**config.mk**
```make
export PLATFORM = sky130hd
export DESIGN_NAME = sdram_arbit
export DESIGN_NICKNAME = d
export VERILOG_FILES = /design/src/rtl/sdram_pkg.sv /design/src/rtl/sdram_arbit.sv
export SDC_FILE = /design/constraint.sdc
export NUM_CORES = 1
export LEC_CHECK = 0
export CORE_MARGIN = 2
export CORE_UTILIZATION = 25
export CTS_CLUSTER_DIAMETER = 50
export DETAILED_ROUTE_END_ITERATION = 8
export PLACE_DENSITY_LB_ADDON = 0.1
export SKIP_CTS_REPAIR_TIMING = 1
export SLEW_MARGIN = 20
export SYNTH_ARGS = -nofsm -noshare
export SYNTH_HDL_FRONTEND = slang
export SYNTH_SLANG_ARGS = --single-unit
```
**constraint.sdc**
```tcl
create_clock -name sclk -period 1.7 [get_ports sclk]
set_input_delay 0.255 -clock sclk [delete_from_list [all_inputs] [get_ports sclk]]
set_output_delay 0.255 -clock sclk [all_outputs]
set_load 0.01 [all_outputs]
```
**src/rtl/sdram_pkg.sv**
```systemverilog
// Shared definitions for the SDRAM controller: command encodings, arbiter states and bus widths.
package sdram_pkg;
    localparam int ADDR_W = 13;
    localparam int BANK_W = 2;
    localparam int CMD_W  = 4;
    localparam int BUSY_W = 10;

    // Command encodings as {cs_n, ras_n, cas_n, we_n}
    localparam logic [CMD_W-1:0] CMD_NOP  = 4'b0111;
    localparam logic [CMD_W-1:0] CMD_AREF = 4'b0001;
    localparam logic [CMD_W-1:0] CMD_PRE  = 4'b0010;

    typedef enum logic [2:0] {
        S_INIT,
        S_ARBIT,
        S_AREF,
        S_WRITE,
        S_READ
    } state_t;
endpackage

```
**src/rtl/sdram_arbit.sv**
```systemverilog
// Central SDRAM command arbiter: passes init through, then grants refresh > write > read one at a time
// and muxes the granted source onto the pins; a watchdog aborts a grant whose end flag never arrives.
module sdram_arbit
    import sdram_pkg::*;
#(
    parameter int MAX_BUSY = 1023
) (
    input  logic              sclk,
    input  logic              s_rst_n,
    input  logic              flag_init_end,
    input  logic [CMD_W-1:0]  init_cmd,
    input  logic [ADDR_W-1:0] init_addr,
    input  logic              ref_req,
    output logic              ref_en,
    input  logic              flag_ref_end,
    input  logic [CMD_W-1:0]  aref_cmd,
    input  logic [ADDR_W-1:0] ref_addr,
    input  logic              wr_req,
    output logic              wr_en,
    input  logic              flag_wr_end,
    input  logic [CMD_W-1:0]  wr_cmd,
    input  logic [ADDR_W-1:0] wr_addr,
    input  logic [BANK_W-1:0] wr_bank,
    input  logic              rd_req,
    output logic              rd_en,
    input  logic              flag_rd_end,
    input  logic [CMD_W-1:0]  rd_cmd,
    input  logic [ADDR_W-1:0] rd_addr,
    input  logic [BANK_W-1:0] rd_bank,
    output logic              sdram_cke,
    output logic              sdram_cs_n,
    output logic              sdram_ras_n,
    output logic              sdram_cas_n,
    output logic              sdram_we_n,
    output logic [BANK_W-1:0] sdram_bank,
    output logic [ADDR_W-1:0] sdram_addr,
    output logic              busy_err
);

    // The count starts at 0 on the grant edge, so the last busy cycle sees MAX_BUSY-1.
    localparam logic [BUSY_W-1:0] BUSY_LAST = BUSY_W'(MAX_BUSY - 1);

    state_t            state;
    logic [BUSY_W-1:0] busy_cnt;
    logic              end_flag;
    logic [CMD_W-1:0]  sel_cmd;

    // Only the end flag belonging to the current busy state is allowed to release it.
    always_comb begin
        end_flag = 1'b0;
        case (state)
            S_AREF:  end_flag = flag_ref_end;
            S_WRITE: end_flag = flag_wr_end;
            S_READ:  end_flag = flag_rd_end;
            default: end_flag = 1'b0;
        endcase
    end

    always_ff @(posedge sclk) begin
        if (!s_rst_n) begin
            state    <= S_INIT;
            ref_en   <= 1'b0;
            wr_en    <= 1'b0;
            rd_en    <= 1'b0;
            busy_err <= 1'b0;
            busy_cnt <= '0;
        end else begin
            ref_en <= 1'b0;
            wr_en  <= 1'b0;
            rd_en  <= 1'b0;
            case (state)
                S_INIT: begin
                    if (flag_init_end) state <= S_ARBIT;
                end
                S_ARBIT: begin
                    busy_cnt <= '0;
                    if (ref_req) begin
                        state  <= S_AREF;
                        ref_en <= 1'b1;
                    end else if (wr_req) begin
                        state <= S_WRITE;
                        wr_en <= 1'b1;
                    end else if (rd_req) begin
                        state <= S_READ;
                        rd_en <= 1'b1;
                    end
                end
                S_AREF, S_WRITE, S_READ: begin
                    if (end_flag) begin
                        state <= S_ARBIT;
                    end else if (busy_cnt == BUSY_LAST) begin
                        state    <= S_ARBIT;
                        busy_err <= 1'b1;
                    end else begin
                        busy_cnt <= busy_cnt + 1'b1;
                    end
                end
                default: state <= S_INIT;
            endcase
        end
    end

    // Pins follow the state combinationally so a source's command lands in the cycle it is driven.
    always_comb begin
        sel_cmd    = CMD_NOP;
        sdram_addr = '0;
        sdram_bank = '0;
        case (state)
            S_INIT: begin
                sel_cmd    = init_cmd;
                sdram_addr = init_addr;
            end
            S_AREF: begin
                sel_cmd    = aref_cmd;
                sdram_addr = ref_addr;
            end
            S_WRITE: begin
                sel_cmd    = wr_cmd;
                sdram_addr = wr_addr;
                sdram_bank = wr_bank;
            end
            S_READ: begin
                sel_cmd    = rd_cmd;
                sdram_addr = rd_addr;
                sdram_bank = rd_bank;
            end
            default: begin
                sel_cmd    = CMD_NOP;
                sdram_addr = '0;
                sdram_bank = '0;
            end
        endcase
    end

    assign {sdram_cs_n, sdram_ras_n, sdram_cas_n, sdram_we_n} = sel_cmd;
    assign sdram_cke = 1'b1;

endmodule
```
# After elaboration in Yosys (flattened, before gate mapping)
# Index checks and enable logic that the tools add are counted.
totals:
  register_bits: 17
  input_bits: 81
  output_inout_bits: 24
  word_cells: 46
classes:
  addsub: 1
  n_eq_ne: 10
  mux: 17
  bitwise: 3
  reduce_logical: 9
op_table:
  columns: ["cell", "n"]
  rows:
  - ["one-hot mux 13 bit (4 select lines)", 1]
  - ["two-way mux 10 bit", 2]
  - ["one-hot mux 10 bit (2 select lines)", 1]
  - ["two-way mux 3 bit", 6]
  - ["one-hot mux 4 bit (4 select lines)", 1]
  - ["adder 10 x 1 -> 10 bit (second input constant)", 1]
  - ["equality test 10 bit (second input constant)", 1]
  - ["one-hot mux 3 bit (3 select lines)", 1]
  - ["AND reduction 3 bit", 3]
  - ["equality test 3 x 2 -> 1 bit (second input constant)", 2]
  - ["inequality test 2 bit (second input constant)", 3]
  - ["OR reduction 3 bit", 2]
  - ["inequality test 4 bit (second input constant)", 1]
  - ["one-hot mux 2 bit (2 select lines)", 1]
  - ["OR reduction 4 bit", 1]
  - ["equality test 3 x 1 -> 1 bit (second input constant)", 1]
  - ["equality test 3 bit (second input constant)", 1]
  - ["zero test 3 bit", 1]
  - ["two-way mux 1 bit", 3]
  - ["inequality test 3 bit (second input constant)", 1]
  - ["NOT 1 bit", 3]
  - ["one-hot mux 1 bit (3 select lines)", 1]
  - ["AND reduction 2 bit", 1]
  - ["nonzero test 2 bit", 1]

# Depth between registers and ports, before layout
# Gate-level depths: netlist of the first run.
logic_depth:
  ltp_word: 4
  ltp_mapped: 7
  ltp_nobuf: 6

# Worst setup path after synthesis of the first run
# No wires, ideal clock.
synth_path:
  kind: "register -> output"
  from: "register state[0]"
  to: "output port sdram_addr[0]"
  arrival_time_ns: 1.464
  t_required_ns: 1.445
  path_slack_ns: -0.019
  stages_incl_launch_ff: 6
  path_buffers: 2
  path_cell_list: "dfxtp_1 > clkbuf_1 > and2_0 > buf_2 > a21oi_1 > o21ai_0"
synth_between:
  elab_chain_len: 2
  elab_cells_between_ends: 5
  cone_classes: "eq/ne: 3; mux: 1; reduce/logical: 1"
synth_lines:
  columns: ["item", "line", "text"]
  rows:
  - ["from (decl)", "sdram_arbit.sv:43", "state_t state;"]
  - ["from (signal assigned)", "sdram_arbit.sv:61", "state <= S_INIT;"]
  - ["from (signal assigned)", "sdram_arbit.sv:73", "if (flag_init_end) state <= S_ARBIT;"]
  - ["from (signal assigned)", "sdram_arbit.sv:78", "state <= S_AREF;"]
  - ["equality test 3 bit, or another cell as far along", "sdram_arbit.sv:108", "case (state)"]
  - ["one-hot mux 13 bit (4 select lines) *", "sdram_arbit.sv:108", null]
  - ["to (decl)", "sdram_arbit.sv:36", "output logic [ADDR_W-1:0] sdram_addr,"]
# Mark *: on every way between the ends. The rest lies on a longest branch, timed or not.

# Worst setup path in the final report of the first run
layout_path:
  from: "register state[1]"
  to: "register busy_cnt[7]"
layout_between:
  elab_chain_len: 4
  elab_cells_between_ends: 11
  cone_classes: "eq/ne: 6; mux: 2; reduce/logical: 3"
layout_lines:
  columns: ["item", "line", "text"]
  rows:
  - ["equality test 3 bit or equality test 3 x 2 -> 1 bit (tied branches)", "sdram_arbit.sv:51, sdram_arbit.sv:71", null]
  - ["one-hot mux 1 bit (3 select lines) or OR reduction 3 bit (tied branches)", "sdram_arbit.sv:51, sdram_arbit.sv:71", null]
  - ["inequality test 2 bit (no source line) or nonzero test 2 bit (tied branches)", null, null]
  - ["AND reduction 3 bit (no source line)", null, null]
  - ["to (signal assigned)", "sdram_arbit.sv:95", "busy_cnt <= busy_cnt + 1'b1;"]
  - ["to (decl)", "sdram_arbit.sv:44", "logic [BUSY_W-1:0] busy_cnt;"]
# Parallel ways exist; a longest one is shown, timed or not.
# A chain may end at the register's enable or synchronous reset.

==> results of run 1 <==
## per-stage QoR
step | hold WS, ns | setup WS (ns)
final | 0.465 | -0.102
after global routing | 0.489 | -0.197
after CTS | 0.469 | -0.505
after detailed placement | 0.453 | -0.276
after global placement | 0.451 | -0.236
after floorplan | 0.369 | 0.0643
## cell usage in the layout (no fill, tap or decap), types with 2 or more instances in the layout
| master | synthesis | layout |
|---|---|---|
| sky130_fd_sc_hd__nand2b_1 | 4 | 3 |
| sky130_fd_sc_hd__buf_12 | 0 | 3 |
| sky130_fd_sc_hd__a21oi_2 | 0 | 3 |
| sky130_fd_sc_hd__nor3b_4 | 0 | 2 |
| sky130_fd_sc_hd__clkbuf_8 | 0 | 3 |
| sky130_fd_sc_hd__and4_1 | 2 | 2 |
| sky130_fd_sc_hd__nand3_2 | 0 | 3 |
| sky130_fd_sc_hd__inv_1 | 6 | 6 |
| sky130_fd_sc_hd__dfxtp_4 | 0 | 3 |
| sky130_fd_sc_hd__nor2_1 | 20 | 20 |
| sky130_fd_sc_hd__nand2_1 | 24 | 22 |
| sky130_fd_sc_hd__o21ai_2 | 0 | 2 |
| sky130_fd_sc_hd__ha_1 | 2 | 2 |
| sky130_fd_sc_hd__mux2i_1 | 17 | 17 |
| sky130_fd_sc_hd__clkdlybuf4s50_1 | 0 | 84 |
| sky130_fd_sc_hd__dfxtp_1 | 17 | 14 |
| sky130_fd_sc_hd__buf_2 | 3 | 17 |
| sky130_fd_sc_hd__clkbuf_16 | 0 | 2 |
| sky130_fd_sc_hd__a41oi_2 | 0 | 2 |
| sky130_fd_sc_hd__nand3_1 | 9 | 5 |
| sky130_fd_sc_hd__a21oi_1 | 18 | 15 |
| sky130_fd_sc_hd__o211ai_1 | 3 | 3 |
| sky130_fd_sc_hd__nand4_1 | 2 | 2 |
| sky130_fd_sc_hd__buf_4 | 1 | 33 |
| sky130_fd_sc_hd__nand2_2 | 0 | 2 |
| sky130_fd_sc_hd__buf_8 | 0 | 3 |
| sky130_fd_sc_hd__nor2b_1 | 3 | 2 |
| sky130_fd_sc_hd__o21ai_1 | 1 | 17 |
| sky130_fd_sc_hd__o21ai_0 | 20 | 2 |
| sky130_fd_sc_hd__a31oi_1 | 6 | 6 |
| sky130_fd_sc_hd__clkbuf_2 | 0 | 2 |
| sky130_fd_sc_hd__and3_1 | 3 | 3 |
| sky130_fd_sc_hd__buf_6 | 1 | 10 |
| sky130_fd_sc_hd__and2_1 | 2 | 2 |
| sky130_fd_sc_hd__nor3_1 | 2 | 2 |
| sky130_fd_sc_hd__o22ai_2 | 0 | 4 |
| sky130_fd_sc_hd__a32o_1 | 2 | 2 |
## cell usage after synthesis (all sizes together) (2+ instances only)
cell type	n	area, um2
nor2	20	75.1
and3	3	18.8
buf	5	33.8
a31oi	6	37.5
and2	3	18.8
o22ai	5	31.3
and4	2	17.5
mux2	2	22.5
nor2b	3	18.8
mux2i	17	170
o21ai	21	105
nor3b	3	32.5
a41oi	2	17.5
nand4	2	12.5
nor4b	2	17.5
nand2	24	90.1
ha	2	25.0
a21oi	18	90.1
dfxtp	17	340
a32o	2	20.0
nand2b	4	25.0
nand3	9	45.0
o21a	2	15.0
inv	6	22.5
clkbuf	11	41.3
nor3	2	10.0
o211ai	3	22.5
## metal layers
layer,global-route usage (%),vias to the layer above,part of all wire [%]
li1,-,1061,-
met1,20.7,947,43
met2,27.0,77,49
met3,4.95,5,6.9
met4,4.75,0,1.1
met5,0,-,0
## sequential cells by signal, summed over array words and instances, names as in the netlist
signal    count
busy_cnt     10
wr_en         1
ref_en        1
busy_err      1
rd_en         1
state         3
## cell type report
type                            instances  area share (%)
Inverter                                6           0.702
Timing Repair Buffer                  154            45.2
Multi-Input combinational cell        172            38.8
Sequential cell                        17            11.0
Clock buffer                            4            1.40
Tap cell                               75            2.93
## worst min-delay path by stage
stage / startpoint / to / depth (start not counted)
floorplan: rd_req / rd_en / 2
global placement: busy_err / busy_err / 1
detailed placement: busy_err / busy_err / 1
CTS: busy_err / busy_err / 1
global route: busy_err / busy_err / 1
finish: busy_err / busy_err / 1
## critical path, stage by stage (launching register included)
cell and delay (ns):
sky130_fd_sc_hd__dfxtp_4 0.37, sky130_fd_sc_hd__buf_4 0.17, sky130_fd_sc_hd__nor3b_4 0.26, sky130_fd_sc_hd__and4b_4 0.26, sky130_fd_sc_hd__or4_1 0.52, sky130_fd_sc_hd__o22ai_1 0.15
## power groups by stage
stage	Combinational, uW	Clock, uW	Sequential, uW
after floorplan	285	0	425
after global placement	728	0	430
after detailed placement	727	0	429
after CTS	733	319	421
after global routing	851	336	425
final	781	313	423
## kinds of logic after synthesis
kind of cell / share of synthesized area, %
compound gates: 27.6
mux: 12.9
other cells: 0.250
fa+ha+maj: 1.67
flops: 22.7
buf+inv: 6.51
simple gates: 28.4
==> impl_metrics.py, run 1 <==
metrics = {
    "floorplan": {
        "initial_core_utilization_pct": 25.6,
        "die-height_um": 81.4,
        "die_area_um2": 6630,
        "coreArea_um2": 5850,
        "std_cell_rows": 28,
        "fp.dieW_um": 81.4,
        "boundaryPins": 105,
    },
    "sta": {
        "min_period_over_period_pct": 106,
        "finalClockSkew_ns": 0.00722,
        "fin_crit_ns": 1.80,
        "report.final.setup_viol": 22,
        "final.setup.worst_slack_ns": -0.102,
        "max_freq_ghz": 0.555,
        "final_hold_viol_count": 0,
        "setup-tns-final_ns": -0.908,
        "setup_repair_after_global_routing_missed_its_margin": "yes",
        "slew_violations": 0,
    },
    "power_and_ir_drop": {
        "power.net_switching_uw": 484,
        "power.static_leakage_uw": 0.00121,
        "p_total_uw": 1520,
        "power-per-cell-area_nw_per_um2": 473,
        "proportion_of_power_drawn_by_the_clock_network_pct": 20.6,
        "vdd_ir_drop_max_mv": 0.363,
        "share_of_power_burned_in_registers_pct": 27.9,
        "p_int_uw": 1030,
        "swShare_pct": 31.9,
        "power.combinational.fraction_pct": 51.5,
    },
    "clock_network": {
        "tritoncts_num_sinks": 17,
        "tritoncts": "done",
        "clockRootBuffer": "sky130_fd_sc_hd__clkbuf_8",
        "cts.htree.levels": 1,
        "clk_slew_on_worst_s_h_paths_ns": 0.07,
        "clock_insertion_delay_worst_skew_ns": 0.25,
        "cts_made_buffers": 3,
        "clock_path_buffers": 2,
    },
    "hold_path": {
        "timing.hold.worst.class": "reg -> reg",
    },
    "place": {
        "dpl_cell_area_um2": 2810,
        "dp_cells": 405,
        "dp_hpwl_um": 4360,
        "gp_congestion": 0.822,
        "place.port_buffers": 103,
    },
    "cells_and_area": {
        "final-seq-area_um2": 352,
        "fillerInstances": 545,
        "nets": 437,
        "fin_area_um2": 3210,
        "syn2layout_area_growth_pct": 114,
        "final_core_util_pct": 54.8,
        "diodes": 0,
        "non_filler_instance_count_after_layout": 428,
        "layout_cells_sized_above_1_pct": 30.6,
        "multi_input_area_um2": 1240,
    },
    "setup_path": {
        "rr_endpoint": "busy_cnt[7]",
        "crit_path_max_fanout": 6,
        "critical_path.endpoint_type": "register",
        "critical_path.reg2reg.startpoint": "state[1]",
        "timing.critical_path.to": "busy_cnt[7]",
        "start_kind": "register",
        "worstSetupPathType": "reg -> reg",
        "worst_ep_required_time_ns": 1.89,
        "critPathArrivalTime_ns": 1.99,
        "worst-r2r-cell-count": 5,
        "crit_start": "state[1]",
        "worst-r2r-setup-slack_ns": -0.10,
    },
    "global_routing": {
        "first_global_vias": 1887,
        "grt_start_max_net_pins": 18,
        "antenna_found_initial": 0,
        "gr-usage-all-layers_pct": 16.4,
        "globalRouteOverflowTotal": 0,
        "grt_first_pass_wirelength_um": 8600,
    },
    "synth": {
        "postSynthRegisterBits": 17,
        "number_of_enable_type_register_cells_in_the_synthesized_netlist": 0,
        "net_count_synth": 294,
        "yosys.cell_types.count": 47,
        "synth-main-ff-cell": "sky130_fd_sc_hd__dfxtp_1",
        "syn_area_per_cell_um2": 7.10,
        "asyncSetResetFlopFracSynth_pct": 0,
        "synth_cells": 211,
        "synth_seq_area_share_pct": 22.7,
        "synthesis.yosys.warnings": 0,
        "netlist_area_um2": 1500,
    },
    "route": {
        "routedWlPerCell_um": 13.9,
        "drt_wl_total_um": 5930,
        "drcViolationCount": 0,
        "vias_per_cell": 4.88,
        "detail_route.first_pass.iterations": 4,
        "drtAntennaViolNets": 0,
        "drt-initial-drc-count": 48,
        "vias": 2090,
    },
    "run_status": {
        "failing_checks": "negative setup slack",
        "run_status": "complete, but fails checks",
    },
    "flow_run": {
        "cap_violations": 0,
    },
}
(Power assumes the default switching activity.)
==> run 2: changes to the inputs <==
Settings changed: GPL_ROUTABILITY_DRIVEN set to 0.
==> results of run 2 <==
No change in the layout: final DEF, timing and power equal those of run 1.
